File: config.mk
export PLATFORM = sky130hd
export DESIGN_NAME = dm_wt_cache
export DESIGN_NICKNAME = d
export VERILOG_FILES = /design/src/rtl/cache_pkg.sv /design/src/rtl/dm_wt_cache_byte_merge.sv /design/src/rtl/dm_wt_cache.sv
export SDC_FILE = /design/constraint.sdc
export NUM_CORES = 1
export LEC_CHECK = 0
export CORE_ASPECT_RATIO = 0.8
export CORE_UTILIZATION = 40
export CTS_BUF_LIST = sky130_fd_sc_hd__clkbuf_4
export DETAILED_ROUTE_END_ITERATION = 10
export PLACE_DENSITY = 0.64
export SYNTH_ARGS = -nofsm -noshare
export SYNTH_HDL_FRONTEND = slang
export SYNTH_SLANG_ARGS = --single-unit
File: constraint.sdc
create_clock -name clk -period 11.49 [get_ports clk]
set_input_delay 2.298 -clock clk [delete_from_list [all_inputs] [get_ports clk]]
set_output_delay 2.298 -clock clk [all_outputs]
set_load 0.03 [all_outputs]
File: src/rtl/cache_pkg.sv
// Shared types for the direct-mapped write-through cache.
// Latency: n/a (types only).
// Backpressure: n/a.
package cache_pkg;

    typedef logic [7:0] word_t [0:3];

    typedef enum logic [1:0] {
        IDLE,
        MISS,
        WRITE
    } cache_state_t;

endpackage

File: src/rtl/dm_wt_cache_byte_merge.sv
// Per-lane byte merge of store data over a base word.
// Latency: combinational.
// Backpressure: none.
module byte_merge
    import cache_pkg::*;
(
    input  word_t      i_base,
    input  word_t      i_wdata,
    input  logic [3:0] i_be,
    output word_t      o_word
);

    // Enabled lanes take the store byte, others keep the base byte.
    always_comb begin
        for (int k = 0; k < 4; k++) begin
            o_word[k] = i_be[k] ? i_wdata[k] : i_base[k];
        end
    end

endmodule

File: src/rtl/dm_wt_cache.sv
// Direct-mapped write-through write-allocate cache, one word per line.
// Latency: load hit 0 cycles; load miss and every store MEM_LATENCY cycles.
// Backpressure: cpu_ready low holds the request; requester keeps fields stable.
module dm_wt_cache
    import cache_pkg::*;
#(
    parameter int LINES       = 8,
    parameter int MEM_LATENCY = 4
) (
    input  logic        clk,
    input  logic        rst,
    input  logic        cpu_req,
    input  logic        cpu_we,
    input  logic [3:0]  cpu_be,
    input  logic [31:0] cpu_addr,
    input  word_t       cpu_wdata,
    output word_t       cpu_rdata,
    output logic        cpu_ready,
    output logic [31:0] mem_addr,
    output word_t       mem_data_in,
    output logic        mem_we,
    input  word_t       mem_data_out
);

    localparam int         IDX_W    = $clog2(LINES);
    localparam int         TAG_W    = 30 - IDX_W;
    localparam logic [2:0] CNT_INIT = 3'(MEM_LATENCY - 1);

    cache_state_t            r_state;
    cache_state_t            w_next_state;
    logic [2:0]              r_cnt;
    logic [2:0]              w_next_cnt;
    logic [LINES-1:0]        r_valid;
    logic [TAG_W-1:0]        r_tag [LINES];
    word_t                   r_data [LINES];

    logic [IDX_W-1:0]        w_idx;
    logic [TAG_W-1:0]        w_tag;
    logic                    w_hit;
    word_t                   w_base;
    word_t                   w_merged;
    logic                    w_fill;
    word_t                   w_fill_data;

    assign w_idx = cpu_addr[2+IDX_W-1:2];
    assign w_tag = cpu_addr[31:2+IDX_W];
    assign w_hit = r_valid[w_idx] && (r_tag[w_idx] == w_tag);

    // Memory is word-addressed; the byte offset is masked, not forwarded.
    assign mem_addr = {cpu_addr[31:2], cpu_addr[1:0] & 2'b00};

    // Merge base: the cached word on a hit, the memory word on a miss.
    always_comb begin
        for (int k = 0; k < 4; k++) begin
            w_base[k] = w_hit ? r_data[w_idx][k] : mem_data_out[k];
        end
    end

    byte_merge u_merge (
        .i_base  (w_base),
        .i_wdata (cpu_wdata),
        .i_be    (cpu_be),
        .o_word  (w_merged)
    );

    // Next state, countdown and all request/memory-side outputs.
    always_comb begin
        w_next_state = r_state;
        w_next_cnt   = r_cnt;
        cpu_ready    = 1'b0;
        mem_we       = 1'b0;
        w_fill       = 1'b0;
        w_fill_data  = mem_data_out;
        for (int k = 0; k < 4; k++) begin
            cpu_rdata[k]   = 8'h00;
            mem_data_in[k] = 8'h00;
        end

        case (r_state)
            IDLE: begin
                if (cpu_req) begin
                    if (cpu_we) begin
                        w_next_state = WRITE;
                        w_next_cnt   = CNT_INIT;
                    end else if (w_hit) begin
                        cpu_ready = 1'b1;
                        cpu_rdata = r_data[w_idx];
                    end else begin
                        w_next_state = MISS;
                        w_next_cnt   = CNT_INIT;
                    end
                end
            end
            MISS: begin
                if (r_cnt != 3'd0) begin
                    w_next_cnt = r_cnt - 3'd1;
                end else begin
                    cpu_ready    = 1'b1;
                    cpu_rdata    = mem_data_out;
                    w_fill       = 1'b1;
                    w_fill_data  = mem_data_out;
                    w_next_state = IDLE;
                end
            end
            WRITE: begin
                mem_data_in = w_merged;
                if (r_cnt != 3'd0) begin
                    w_next_cnt = r_cnt - 3'd1;
                end else begin
                    mem_we       = 1'b1;
                    cpu_ready    = 1'b1;
                    w_fill       = 1'b1;
                    w_fill_data  = w_merged;
                    w_next_state = IDLE;
                end
            end
            default: begin
                w_next_state = IDLE;
            end
        endcase

        // Reset wins over a completing access: no strobe, no line update.
        if (rst) begin
            cpu_ready = 1'b0;
            mem_we    = 1'b0;
            w_fill    = 1'b0;
            for (int k = 0; k < 4; k++) begin
                cpu_rdata[k] = 8'h00;
            end
        end
    end

    // State, countdown and valid bits; reset invalidates every line.
    always_ff @(posedge clk) begin
        if (rst) begin
            r_state <= IDLE;
            r_cnt   <= 3'd0;
            r_valid <= '0;
        end else begin
            r_state <= w_next_state;
            r_cnt   <= w_next_cnt;
            if (w_fill) begin
                r_valid[w_idx] <= 1'b1;
            end
        end
    end

    // Tag and data arrays are left uninitialised; valid bits guard them.
    always_ff @(posedge clk) begin
        if (w_fill) begin
            r_tag[w_idx]  <= w_tag;
            r_data[w_idx] <= w_fill_data;
        end
    end

endmodule

==> results by stage <==
Outcome:
- The flow ran to the end, and the final reports show no timing, DRC or antenna violations.

Power and ir drop:
- The sum of internal, switching and leakage power is approximately 3.7 mW.
- Of the total power, registers draw approximately 53%.
- The clock network accounts for roughly 37% of the total power.
- The switching share of power is ~25%.
- The share of total power in combinational logic is 10.3%.
- The worst-case IR drop observed on VDD is between 0.0001 and 0.00015 V.
- In this run the power density over the cells is 150.7 nW/µm².
- The switching power is 0.9180 mW.
- In this run the static leakage power is slightly above 8 nW.
- The internal power summed over all cells is between 2 and 3 mW.

Worst setup path:
- For this run, the slowest stage of the critical path takes between 0.9 and 1 ns.
- The startpoint of the worst register-to-register path is r_tag[6][20].
- The arrival time at the worst endpoint is between 7 and 8 ns.
- The critical path goes through buf_4, buf_4, mux4_2, mux2i_1, xnor2_1, nor4_1, and4_1, buf_4, and4_2, nor2_1, o41ai_1, clkdlybuf4s50_1.
- Measured in cells, the most critical reg-to-reg path has a length of 10.
- The slowest stage of the critical path belongs to the cell sky130_fd_sc_hd__and4_2.
- The worst setup path is captured at an output port.
- The terminus of the critical flop-to-flop path is r_data[3][18].
- Of all nets on the critical path, the largest fanout is 55.
- STA puts the critical path data required time at 9.19 ns.
- The worst setup path is launched from an input port.
- By instance count, the cell type seen most on the critical path is sky130_fd_sc_hd__buf_4.
- On the critical path the largest part of the delay comes from buffers and inverters.
- The number of buffers and inverters on the critical path is 4.
- The worst register-to-register path has a setup slack of between 6 and 7 ns.
- The critical path in this run is classified as in -> out.

Drt:
- The count of nets left with antenna violations once routing finished came out at 0.
- The pre-antenna-repair detailed-routing pass consisted of 6 iterations.
- The number of vias in the routed layout is about 14000.
- The via-per-instance ratio is approximately 6.
- The routed wire length is about 56000 µm.
- The post-detailed-route DRC marker count is 0.
- The wire length per cell after detailed routing is approximately 24 µm.
- The first routing iteration left 1734 violations.

STA:
- The worst-case setup margin in the final layout is roughly 1.5 ns.
- The number of slew-limit violations in the final report was 0.
- The maximum achievable frequency is 0.1002 GHz.
- Across all hold checks on the routed design, the worst slack comes to 0.4440 ns.
- Setup repair after global routing left no endpoint under its margin.
- Setup violations remaining at the end of the flow were counted as 0.
- In this run the tightest slew margin relative to its limit is about a quarter.
- The worst setup skew after layout is 0.08355 ns.
- For the pin with the worst max-slew slack, the measured transition is 1.103 ns.
- The final critical path takes up between 80% and 90% of the cycle.
- The final number of hold-violating endpoints is 0.
- In the final timing run, aggregate negative setup slack is 0 ns.
- The clock period could shrink to ~10 ns.

Final layout:
- At the end of the flow, the number of nets in the layout was between 1500 and 2000.
- The finished cells cover between 20000 and 25000 µm².
- In the layout the commonest cells are 472 x sky130_fd_sc_hd__edfxtp_1, 194 x sky130_fd_sc_hd__clkdlybuf4s50_1, 173 x sky130_fd_sc_hd__clkbuf_4, 76 x sky130_fd_sc_hd__a22oi_1, 70 x sky130_fd_sc_hd__a21oi_1.
- The library cell used most frequently in the layout, excluding fill and tap cells, is sky130_fd_sc_hd__edfxtp_1.
- Compared with the post-synthesis result, the final layout area differs by 19.10%.
- The proportion of layout cells with a drive suffix above 1 is between 10% and 20%.
- Once layout is complete, the utilization of the core stands at 48.40%.
- The post-layout instance count excluding filler cells is ~2300.

Clock tree:
- Once the clock tree was built, the resizer swapped 0 gates to a different size.
- In this run the number of H-tree levels came out at 3.
- TritonCTS created 115 clock buffers.
- For this design, the CTS-stage hold fixing added 0 buffers.
- The master cell of the clock root buffer is sky130_fd_sc_hd__clkbuf_4.
- The clock reaches the later pin of the worst-skew pair after between 0.8 and 0.9 ns.
- The CTS tree is built.
- The clock passes through at most 3 buffers.
- Buffers added to address setup during post-CTS repair amount to 0.
- The clock sink total is ~490.
- After clock tree synthesis, the clock-pin slew on the worst setup and hold paths is 0.05 ns.

Floorplan:
- For this design the top-level I/O count stands at around 200.
- The chip width is 257.2 µm.
- The site row count is 74.
- The height of the die is 206.2 µm.
- The area of the placeable core is approximately 51000 µm².
- The floorplan step defined a die boundary enclosing approximately 53000 µm².
- For this configuration, the core starts out at a cell density of 40.64%.

Synthesis:
- After technology mapping, the gate count stands at roughly 1300.
- The synthesized netlist devotes between 10% and 20% of its cell area to compound gates.
- The mux cell area share after synthesis is about 7.9%.
- In this run, synthesis inferred 472 flip-flops with an integrated enable.
- The simple-gate share of the synthesized area is 4.484%.
- The share of async-settable or async-resettable flops after synthesis is 0%.
- In this run, synthesis produced a sequential element count of slightly below 500.
- The portion of the post-synthesis area used by sequential elements is between 60% and 70%.
- The count of synthesis-stage warnings from yosys is 0.
- The xor and xnor fraction of the mapped netlist area is 1.050%.
- After synthesis, the largest family of logic cells by area is compound AO/OA/AOI/OAI gates.
- Of the total synthesized cell area, the portion taken by full adders, half adders and majority gates is 0.3601%.
- In this run the mean area of a mapped cell was roughly 16 µm².
- The flip-flop cell with the highest count after synthesis is sky130_fd_sc_hd__edfxtp_1.
- The number of distinct library cells after synthesis is 66.
- In this run the cell area of the synthesized design comes to 20850 µm².

Min path:
- The worst hold path terminates at r_valid[3].
- In this run the most critical hold path is launched from r_valid[3].
- The worst hold path cell count is 1.
- The tightest min-delay check is of the reg -> reg type.

Global route:
- The number of global-route vias before repair came to 13464.
- The wire length of the first global-routing pass is approximately 83000 µm.
- The overall track demand over capacity in global routing is between 20% and 30%.
- The largest net degree at the start of global routing is 57.
- The initial antenna violation count was 2.
- The aggregate global routing overflow is 0.

Place:
- The total placed instance area is around 23000 µm².
- At the end of routability-driven placement, the weighted congestion stood at approximately 0.82.
- The HPWL after detailed placement is 32700 µm.
- The pre-CTS setup slack is around 1.5 ns.
- Buffers placed on the I/O ports in this run total 197.
- The placed instance count is about 2100.

Job:
- Max-cap violations in this run came to 0.
[flip-flops by register name (all words and copies together), names as in the netlist]
name and cells:
r_valid 8, r_state 2, r_tag 216, r_cnt 3, r_data 256
[power groups by stage]
stage / clock, mW / sequential, mW / combinational (mW)
floorplan: 0 / 2.02 / 0.227
global placement: 0 / 2.02 / 0.376
detailed placement: 0 / 2.02 / 0.381
CTS: 1.41 / 1.98 / 0.383
global route: 1.50 / 1.98 / 0.410
finish: 1.38 / 1.98 / 0.384
[cell usage after synthesis, types with 5 or more instances]
| library cell | count | share of area (%) |
|---|---|---|
| sky130_fd_sc_hd__a21o_1 | 9 | 0.32 |
| sky130_fd_sc_hd__a21oi_1 | 70 | 1.7 |
| sky130_fd_sc_hd__a221oi_1 | 21 | 0.88 |
| sky130_fd_sc_hd__a22o_1 | 39 | 1.6 |
| sky130_fd_sc_hd__a22oi_1 | 76 | 2.7 |
| sky130_fd_sc_hd__a31oi_1 | 5 | 0.15 |
| sky130_fd_sc_hd__a41oi_1 | 27 | 1.1 |
| sky130_fd_sc_hd__and2_1 | 6 | 0.18 |
| sky130_fd_sc_hd__and3_1 | 11 | 0.33 |
| sky130_fd_sc_hd__buf_1 | 5 | 0.090 |
| sky130_fd_sc_hd__buf_2 | 20 | 0.48 |
| sky130_fd_sc_hd__buf_4 | 34 | 1.2 |
| sky130_fd_sc_hd__buf_6 | 7 | 0.38 |
| sky130_fd_sc_hd__clkbuf_1 | 61 | 1.1 |
| sky130_fd_sc_hd__clkinv_1 | 5 | 0.090 |
| sky130_fd_sc_hd__dfxtp_1 | 13 | 1.2 |
| sky130_fd_sc_hd__edfxtp_1 | 472 | 68 |
| sky130_fd_sc_hd__ha_1 | 6 | 0.36 |
| sky130_fd_sc_hd__inv_1 | 13 | 0.23 |
| sky130_fd_sc_hd__mux2_2 | 15 | 0.81 |
| sky130_fd_sc_hd__mux2i_1 | 40 | 1.9 |
| sky130_fd_sc_hd__mux4_2 | 48 | 5.2 |
| sky130_fd_sc_hd__nand2_1 | 56 | 1.0 |
| sky130_fd_sc_hd__nand3_1 | 17 | 0.41 |
| sky130_fd_sc_hd__nand4_1 | 13 | 0.39 |
| sky130_fd_sc_hd__nor2_1 | 18 | 0.32 |
| sky130_fd_sc_hd__nor3_1 | 32 | 0.77 |
| sky130_fd_sc_hd__o211ai_1 | 5 | 0.18 |
| sky130_fd_sc_hd__o21a_1 | 5 | 0.18 |
| sky130_fd_sc_hd__o21ai_0 | 36 | 0.86 |
| sky130_fd_sc_hd__o221ai_1 | 6 | 0.25 |
| sky130_fd_sc_hd__o22ai_1 | 29 | 0.87 |
| sky130_fd_sc_hd__o32ai_1 | 26 | 1.1 |
| sky130_fd_sc_hd__xnor2_1 | 8 | 0.34 |
| sky130_fd_sc_hd__xor2_1 | 17 | 0.71 |
[cell type report]
type | count | area [µm²]
clock buffer | 173 | 1299
tap | 684 | 855.8
multi-input combinational | 696 | 5708
clock inverter | 41 | 200.2
timing repair buffer | 235 | 2250
fill | 4415 | 26470
antenna | 4 | 10.01
inverter | 19 | 71.32
sequential | 485 | 14430
[metal layers]
layer,share of wire (%),vias to the layer above,wire length [µm],track usage [%]
li1,-,6010,-,-
met1,43,6935,23930,28.81
met2,48,662,26530,33.01
met3,7.1,102,3961,3.924
met4,2.3,0,1308,7.292
met5,0,-,0,0
[how the worst max path moves through the flow]
stage | startpoint | slack, ns | endpoint | cells after the start
final | cpu_addr[4] | 1.51 | mem_data_in[23] | 12
after global routing | cpu_addr[4] | 1.32 | mem_data_in[23] | 12
after CTS | cpu_addr[4] | 1.51 | mem_data_in[23] | 12
after detailed placement | cpu_addr[4] | 1.54 | mem_data_in[23] | 12
after global placement | cpu_addr[4] | 1.60 | mem_data_in[23] | 12
after floorplan | cpu_addr[4] | 3.38 | r_data[2][0] | 7
[cells by family (layout without fill, tap and decap cells)]
kind of cell    Yosys count  after routing
mux                     103            103
simple gates            176            176
other cells               1              6
compound gates          384            384
fa+ha+maj                 6              6
buf+inv                 146            468
xor+xnor                 25             25
flops                   485            485
No activity file was read; power rests on OpenSTA's default activity.
